**src/rtl/mips_hazard_pkg.sv**
```systemverilog
// Shared definitions for the MIPS hazard unit.
//   state_e   : hazard FSM state encoding (IDLE / HOLD)
//   ZERO_REG  : architectural zero register index, never a real producer
//   CNT_W     : width of the optional stall-cycle counter
package mips_hazard_pkg;

  typedef enum logic {
    IDLE = 1'b0,
    HOLD = 1'b1
  } state_e;

  localparam logic [4:0] ZERO_REG = 5'd0;
  localparam int unsigned CNT_W = 32;

endpackage

```
**src/rtl/mips_hazard_srcmatch.sv**
```systemverilog
// Source-operand match: asserts when destination register dst_reg is a
// real register (not r0) and is read by the ID instruction, either as Rs
// or, when the instruction actually uses it, as Rt.
//   dst_reg  : producer destination register
//   rs_id    : Rs field of the ID instruction
//   rt_id    : Rt field of the ID instruction
//   uses_rt  : ID instruction reads Rt
//   match    : dst_reg feeds the ID instruction
module mips_hazard_srcmatch
  import mips_hazard_pkg::*;
(
  input  logic [4:0] dst_reg,
  input  logic [4:0] rs_id,
  input  logic [4:0] rt_id,
  input  logic       uses_rt,
  output logic       match
);

  assign match = (dst_reg != ZERO_REG) &&
                 ((dst_reg == rs_id) || (uses_rt && (dst_reg == rt_id)));

endmodule

```
**src/rtl/mips_hazard_unit.sv**
```systemverilog
// MIPS pipeline hazard detection unit.
// Detects load-use and branch-in-ID data hazards and requests bubbles.
// A branch depending on a load still in EX needs two bubbles; the second
// one is supplied by the HOLD state. A flush of the ID instruction cancels
// any stall and any pending HOLD.
//   clk, reset     : clock, asynchronous active-high reset
//   *EX / *MEM     : producer info for the EX and MEM instructions
//   RsID/RtID/...  : consumer info for the ID instruction
//   Stall          : zero the ID control signals
//   PCWrite        : PC update enable (= ~Stall)
//   IFIDWrite      : IF/ID write enable (= ~Stall)
//   StallCount     : saturating stall-cycle counter, only when
//                    HAZARD_STALL_COUNT_EN is defined
module mips_hazard_unit
  import mips_hazard_pkg::*;
(
  input  logic       clk,
  input  logic       reset,
  input  logic       MemReadEX,
  input  logic       RegWriteEX,
  input  logic [4:0] WriteRegEX,
  input  logic       MemReadMEM,
  input  logic [4:0] WriteRegMEM,
  input  logic [4:0] RsID,
  input  logic [4:0] RtID,
  input  logic       UsesRtID,
  input  logic       BranchID,
  input  logic       FlushID,
  output logic       Stall,
  output logic       PCWrite,
  output logic       IFIDWrite
`ifdef HAZARD_STALL_COUNT_EN
  ,
  output logic [CNT_W-1:0] StallCount
`endif
);

  state_e state_q, state_d;
  logic   match_ex, match_mem;
  logic   load_use, br_alu, br_load_ex, br_load_mem, hazard;

  mips_hazard_srcmatch u_match_ex (
    .dst_reg (WriteRegEX),
    .rs_id   (RsID),
    .rt_id   (RtID),
    .uses_rt (UsesRtID),
    .match   (match_ex)
  );

  mips_hazard_srcmatch u_match_mem (
    .dst_reg (WriteRegMEM),
    .rs_id   (RsID),
    .rt_id   (RtID),
    .uses_rt (UsesRtID),
    .match   (match_mem)
  );

  // Detection depends on pipeline inputs only, never on Stall.
  assign load_use    = MemReadEX && match_ex;
  assign br_alu      = BranchID && RegWriteEX && !MemReadEX && match_ex;
  assign br_load_ex  = BranchID && MemReadEX && match_ex;
  assign br_load_mem = BranchID && MemReadMEM && match_mem;
  assign hazard      = load_use || br_alu || br_load_ex || br_load_mem;

  always_ff @(posedge clk or posedge reset) begin
    if (reset) state_q <= IDLE;
    else       state_q <= state_d;
  end

  // Only the two-cycle hazard enters HOLD, so overlapping hazards never
  // stall longer than two cycles.
  always_comb begin
    state_d = IDLE;
    if (!FlushID && state_q == IDLE && br_load_ex) state_d = HOLD;
  end

  // Reset and flush both dominate; HOLD dominates detection.
  always_comb begin
    Stall = 1'b0;
    if (reset || FlushID)    Stall = 1'b0;
    else if (state_q == HOLD) Stall = 1'b1;
    else                      Stall = hazard;
  end

  assign PCWrite   = !Stall;
  assign IFIDWrite = !Stall;

`ifdef HAZARD_STALL_COUNT_EN
  logic [CNT_W-1:0] stall_cnt_q, stall_cnt_d;

  always_comb begin
    stall_cnt_d = stall_cnt_q;
    if (Stall && (stall_cnt_q != {CNT_W{1'b1}})) stall_cnt_d = stall_cnt_q + 1'b1;
  end

  always_ff @(posedge clk or posedge reset) begin
    if (reset) stall_cnt_q <= '0;
    else       stall_cnt_q <= stall_cnt_d;
  end

  assign StallCount = stall_cnt_q;
`endif

endmodule
```
**config.mk**
```make
export PLATFORM = sky130hd
export DESIGN_NAME = mips_hazard_unit
export DESIGN_NICKNAME = d
export VERILOG_FILES = /design/src/rtl/mips_hazard_pkg.sv /design/src/rtl/mips_hazard_srcmatch.sv /design/src/rtl/mips_hazard_unit.sv
export SDC_FILE = /design/constraint.sdc
export NUM_CORES = 1
export LEC_CHECK = 0
export CAP_MARGIN = 30
export CORE_AREA = 4 4 41 43
export DETAILED_ROUTE_END_ITERATION = 7
export DIE_AREA = 0 0 45 47
export HOLD_SLACK_MARGIN = 0.15
export MAX_ROUTING_LAYER = met4
export PLACE_DENSITY = 0.71
export REMOVE_ABC_BUFFERS = 1
export SYNTH_ARGS = -nofsm -noshare
export SYNTH_HDL_FRONTEND = slang
export SYNTH_SLANG_ARGS = --single-unit
```
**constraint.sdc**
```tcl
create_clock -name clk -period 4.2 [get_ports clk]
set_input_delay 1.26 -clock clk [delete_from_list [all_inputs] [get_ports clk]]
set_output_delay 1.26 -clock clk [all_outputs]
set_load 0.1 [all_outputs]
```
; Word level (Yosys, flattened, before mapping)
; Cells that the tools add are included.
[op_classes]
n_eq_ne = 4
n_mux = 3
n_bitwise = 1
reduce_logical = 25
[ops]
columns = op, count
row1 = $eq A5 B5 Y1, 4
row2 = $logic_and A1 B1 Y1, 14
row3 = $reduce_bool A5 Y1, 2
row4 = $logic_or A1 B1 Y1, 6
row5 = $logic_not A1 Y1, 3
row6 = $mux W1, 3
row7 = $not A1 Y1, 1
[totals]
register_bits = 1
inputBits = 28
wordCells = 34
output_inout_bits = 3

; Logic depth before layout (Yosys ltp)
[depth]
word_depth = 11
mapped_depth = 6
ltp_nobuf = 5

; Hierarchy
; From an unflattened synthesis, not the netlist that was laid out.
[unflattened]
cells_unflattened = 45
area_unflattened_um2 = 360.3
[by_module_without_submodules]
columns = mod, cells_each, n_inst, seq_area_each_um2, area_per_inst_um2
row1 = mips_hazard_srcmatch, 17, 2, 0.0, 131.4
row2 = mips_hazard_unit, 11, 1, 25.0, 97.6

; Least setup slack after synthesis
; Ideal clock, no wire load.
[synth_path]
path_kind = input -> output
startpoint = input port WriteRegEX[2]
endpoint = output port PCWrite
arrival_time_ns = 4.922
cell_stages = 5
t_required_ns = 2.940
path_buffers = 1
setup_slack_ns = -1.982
cell_sequence = or4_4 -> nor2_4 -> nor2_2 -> a221oi_1 -> buf_4
[synth_via]
elab_chain_cells = 11
word_cells_on_any_way = 15
cone_classes = 2 x eq/ne / 2 x mux / 11 x reduce/logical
[synth_rtl]
columns = item, line
row1 = "start, declared", mips_hazard_unit.sv:21  ; input logic [4:0] WriteRegEX,
row2 = $eq A5 B5 Y1, mips_hazard_srcmatch.sv:20  ; ((dst_reg == rs_id) || (uses_rt && (dst_reg == rt_id)));
row3 = $logic_and A1 B1 Y1, mips_hazard_srcmatch.sv:20
row4 = $logic_or A1 B1 Y1, mips_hazard_srcmatch.sv:20
row5 = $logic_and A1 B1 Y1 *, mips_hazard_srcmatch.sv:19  ; assign match = (dst_reg != ZERO_REG) &&
row6 = "$logic_and A1 B1 Y1, on equally long branches", "mips_hazard_unit.sv:59, mips_hazard_unit.sv:60"
row7 = $logic_or A1 B1 Y1, mips_hazard_unit.sv:63  ; assign hazard = load_use || br_alu || br_load_ex || br_load_mem;
row8 = $logic_or A1 B1 Y1 * (2 in a row), mips_hazard_unit.sv:63
row9 = $mux W1 *, mips_hazard_unit.sv:81  ; else if (state_q == HOLD) Stall = 1'b1;
row10 = $mux W1 *, mips_hazard_unit.sv:80  ; if (reset || FlushID) Stall = 1'b0;
row11 = $logic_not A1 Y1 *, --
row12 = "end, declared", mips_hazard_unit.sv:30  ; output logic PCWrite,
; Mark *: on every way between the ends. The rest lies on a longest branch, timed or not.

; Worst setup path after layout
[layout_path]
startpoint = input port RtID[1]
endpoint = output port Stall
[layout_via]
elab_chain_cells = 10
word_cells_on_any_way = 17
cone_classes = 2 x eq/ne / 2 x mux / 13 x reduce/logical
[layout_rtl]
columns = item, line
row1 = "start, declared", mips_hazard_unit.sv:25  ; input logic [4:0] RtID,
row2 = $eq A5 B5 Y1, mips_hazard_srcmatch.sv:20
row3 = $logic_and A1 B1 Y1, mips_hazard_srcmatch.sv:20
row4 = $logic_or A1 B1 Y1, mips_hazard_srcmatch.sv:20
row5 = $logic_and A1 B1 Y1, mips_hazard_srcmatch.sv:19
row6 = "$logic_and A1 B1 Y1, on equally long branches", "mips_hazard_unit.sv:59, mips_hazard_unit.sv:60"
row7 = $logic_or A1 B1 Y1 (2 in a row), mips_hazard_unit.sv:63
row8 = $logic_or A1 B1 Y1 *, mips_hazard_unit.sv:63
row9 = $mux W1 *, mips_hazard_unit.sv:81
row10 = $mux W1 *, mips_hazard_unit.sv:80
row11 = "end, declared", mips_hazard_unit.sv:29  ; output logic Stall,
; Marked as above.

==> qor.yml <==
synthesis.area_um2: 362
cp-start-kind: "input pin"
cts_hold_buf: 0
irDropWorstVdd_mv: 0.0454
routed_wirelength_um: 1210
io_pins: 31
slew_violations: 0
end_kind: "primary output"
finalSetupViolCount: 0
postLayoutCoreUtil: 0.624
grt_pass1_vias: 485
gp_congestion: 0.866
worst-path-max-fanout: 2
grt_max_degree: 5
nNetsFinal: 112
yosysTopAreaCellShare: 0.388
gr-total-overflow: 0
dieArea_um2: 2120
diodes: 0
seqCellArea_um2: 25.0
clkLatencyLatePin_ps: 0
cp.required_ps: 2940
drcViolationCount: 0
drive_gt1_frac: 0.232
fin_crit_ps: 4120
cp.arrival_ps: 2860
multi_input_comb_area_um2: 360
yosysTopAreaCell: "xor2_1"
path_class: "input pin to primary output"
regMostFlops: "state_q"
path_clk_slew_ps: 0
p_per_area_nw_per_um2: 93.1
drt-pass1-iter-count: 2
ys_warn_count: 0
fp.coreArea_um2: 1300
synth_cells: 45
synth_cell_types: 20
synthArstFlopShare: 1.00
portBuffers: 30
antenna_found_initial: 0
seq_area_frac_synth: 0.0692
die_height_um: 47
synth_edf_count: 0
largest_reg_flops: 1
wl_per_cell_um: 12.5
synth.avg_cell_area_um2: 8.04
max_freq_mhz: 243
syn2layout_area_growth_pct: 125
hold_ws_ps: 614
min_path_type: "flop to flop"
p_leak_nw: 0.409
initial_core_util: 0.278
maxSlewHeadroom: 0.725
ys_ff_latch: 1
synthFlopType: "dfrtp_1"
drv_cap: 0
drt-vias-per-instance: 4.93
final_hold_viol_count: 0
synth.area.top_cells: "xor2_1 (39%), xnor2_1 (9.7%), dfrtp_1 (6.9%), nor3_1 (5.5%), nor4_1 (3.5%)"
dr.first_iter.drc_count: 2
drtAntennaViolNets: 0
largest_registers: "state_q x1"
post-route-period-util: 0.980
grt_pass1_wl_um: 1880
die_w_um: 45
vias: 478
rows: 13
dp_hpwl_um: 1090
worstMarginPinSlew_ps: 410
grtUsageTotal: 0.119
nFillCells: 119
skew_ps: 0
status: "completed"
-- through the flow --
stage	cell area (um^2)	setup WS (ps)	TNS, ps	total power [mW]	cells
floorplan	354	-3500	-7010	0.0327	44
finish	812	82.3	0	0.0756	97
global placement	763	-98.5	-215	0.0754	97
CTS	781	8.73	0	0.0758	97
detailed placement	763	-125	-292	0.0765	97
global route	812	-23.2	-23.2	0.0807	97
-- cell type report --
class                   instances  area share
inverters                       1     0.00462
multi-input cells              42       0.444
flip-flops and latches          1      0.0308
well taps                      15      0.0231
repair buffers                 38       0.498
-- cell families (layout without fill, tap and decap cells) --
group | after synthesis | after routing | share of synthesized area
buffers and inverters | 2 | 39 | 0.0311
and+or+nand+nor | 16 | 16 | 0.298
DFF | 1 | 1 | 0.0692
AOI/OAI and AO/OA | 6 | 6 | 0.118
xor gates and xnor gates | 20 | 20 | 0.484
-- cells in the mapped netlist (2+ instances only) --
cell type and count:
nor2_1 2, nand3_1 2, xnor2_1 4, a21oi_1 2, nor3_1 4, xor2_1 16
nor4_1 2
-- layout by cell type, fill, tap and decap left out --
| cell | synthesis | layout |
|---|---|---|
| nand3_1 | 2 | 2 |
| nor2_2 | 1 | 1 |
| dfrtp_1 | 1 | 1 |
| nor3_1 | 4 | 4 |
| nor2_4 | 1 | 1 |
| nor4_1 | 2 | 1 |
| o21ai_2 | 0 | 1 |
| dlymetal6s2s_1 | 0 | 10 |
| buf_4 | 1 | 8 |
| buf_12 | 0 | 3 |
| nor2_1 | 2 | 2 |
| a21oi_1 | 2 | 1 |
| a32oi_1 | 1 | 1 |
| or4_4 | 1 | 2 |
| a221o_1 | 1 | 1 |
| or4bb_1 | 1 | 1 |
| xor2_1 | 16 | 16 |
| dlygate4sd2_1 | 0 | 9 |
| a221oi_4 | 0 | 1 |
| xnor2_1 | 4 | 4 |
| inv_1 | 1 | 1 |
| a21oi_2 | 0 | 1 |
| clkdlybuf4s50_1 | 0 | 8 |
| nor4_2 | 0 | 1 |
| nor4bb_1 | 1 | 1 |
-- worst max-delay path, cell delays in order --
cell and delay [ps]:
dlygate4sd2_1 250, buf_4 130, xor2_1 160, nor4_1 310, nand3_1 140, a21oi_2 230
a221o_1 190, buf_12 180
-- timing repair --
item,CTS,global route
resized for setup,15,11
setup endpoints to repair,3,3
pin swaps,9,7
buffers inserted,1,0
-- routing by layer --
layer | wire length (um) | track usage | vias up | part of all wire
li1 | - | - | 237 | -
met1 | 425 | 0.115 | 210 | 0.35
met2 | 650 | 0.251 | 27 | 0.54
met3 | 102 | 0.0115 | 4 | 0.084
met4 | 33 | 0.0175 | 0 | 0.027
met5 | 0 | - | - | 0
-- report_power, final --
part / internal [mW] / total [mW] / switching, mW
Clock: 0 / 0 / 0
Combinational: 0.0370 / 0.0656 / 0.0285
Sequential: 0.00988 / 0.00998 / 0.0000998
Total: 0.0469 / 0.0756 / 0.0286
-- path summary, 6_finish.rpt --
path	from	end	slack, ps	cells past startpoint
hold / removal	state_q	state_q	610	2
min in group asynchronous	reset	state_q	1490	2
hold reg to reg	state_q	state_q	610	2
setup / recovery	RtID[1]	Stall	80	8
max in group asynchronous	reset	state_q	2610	2
setup reg to reg	state_q	state_q	3060	2
Power figures use the tool's default switching activity.
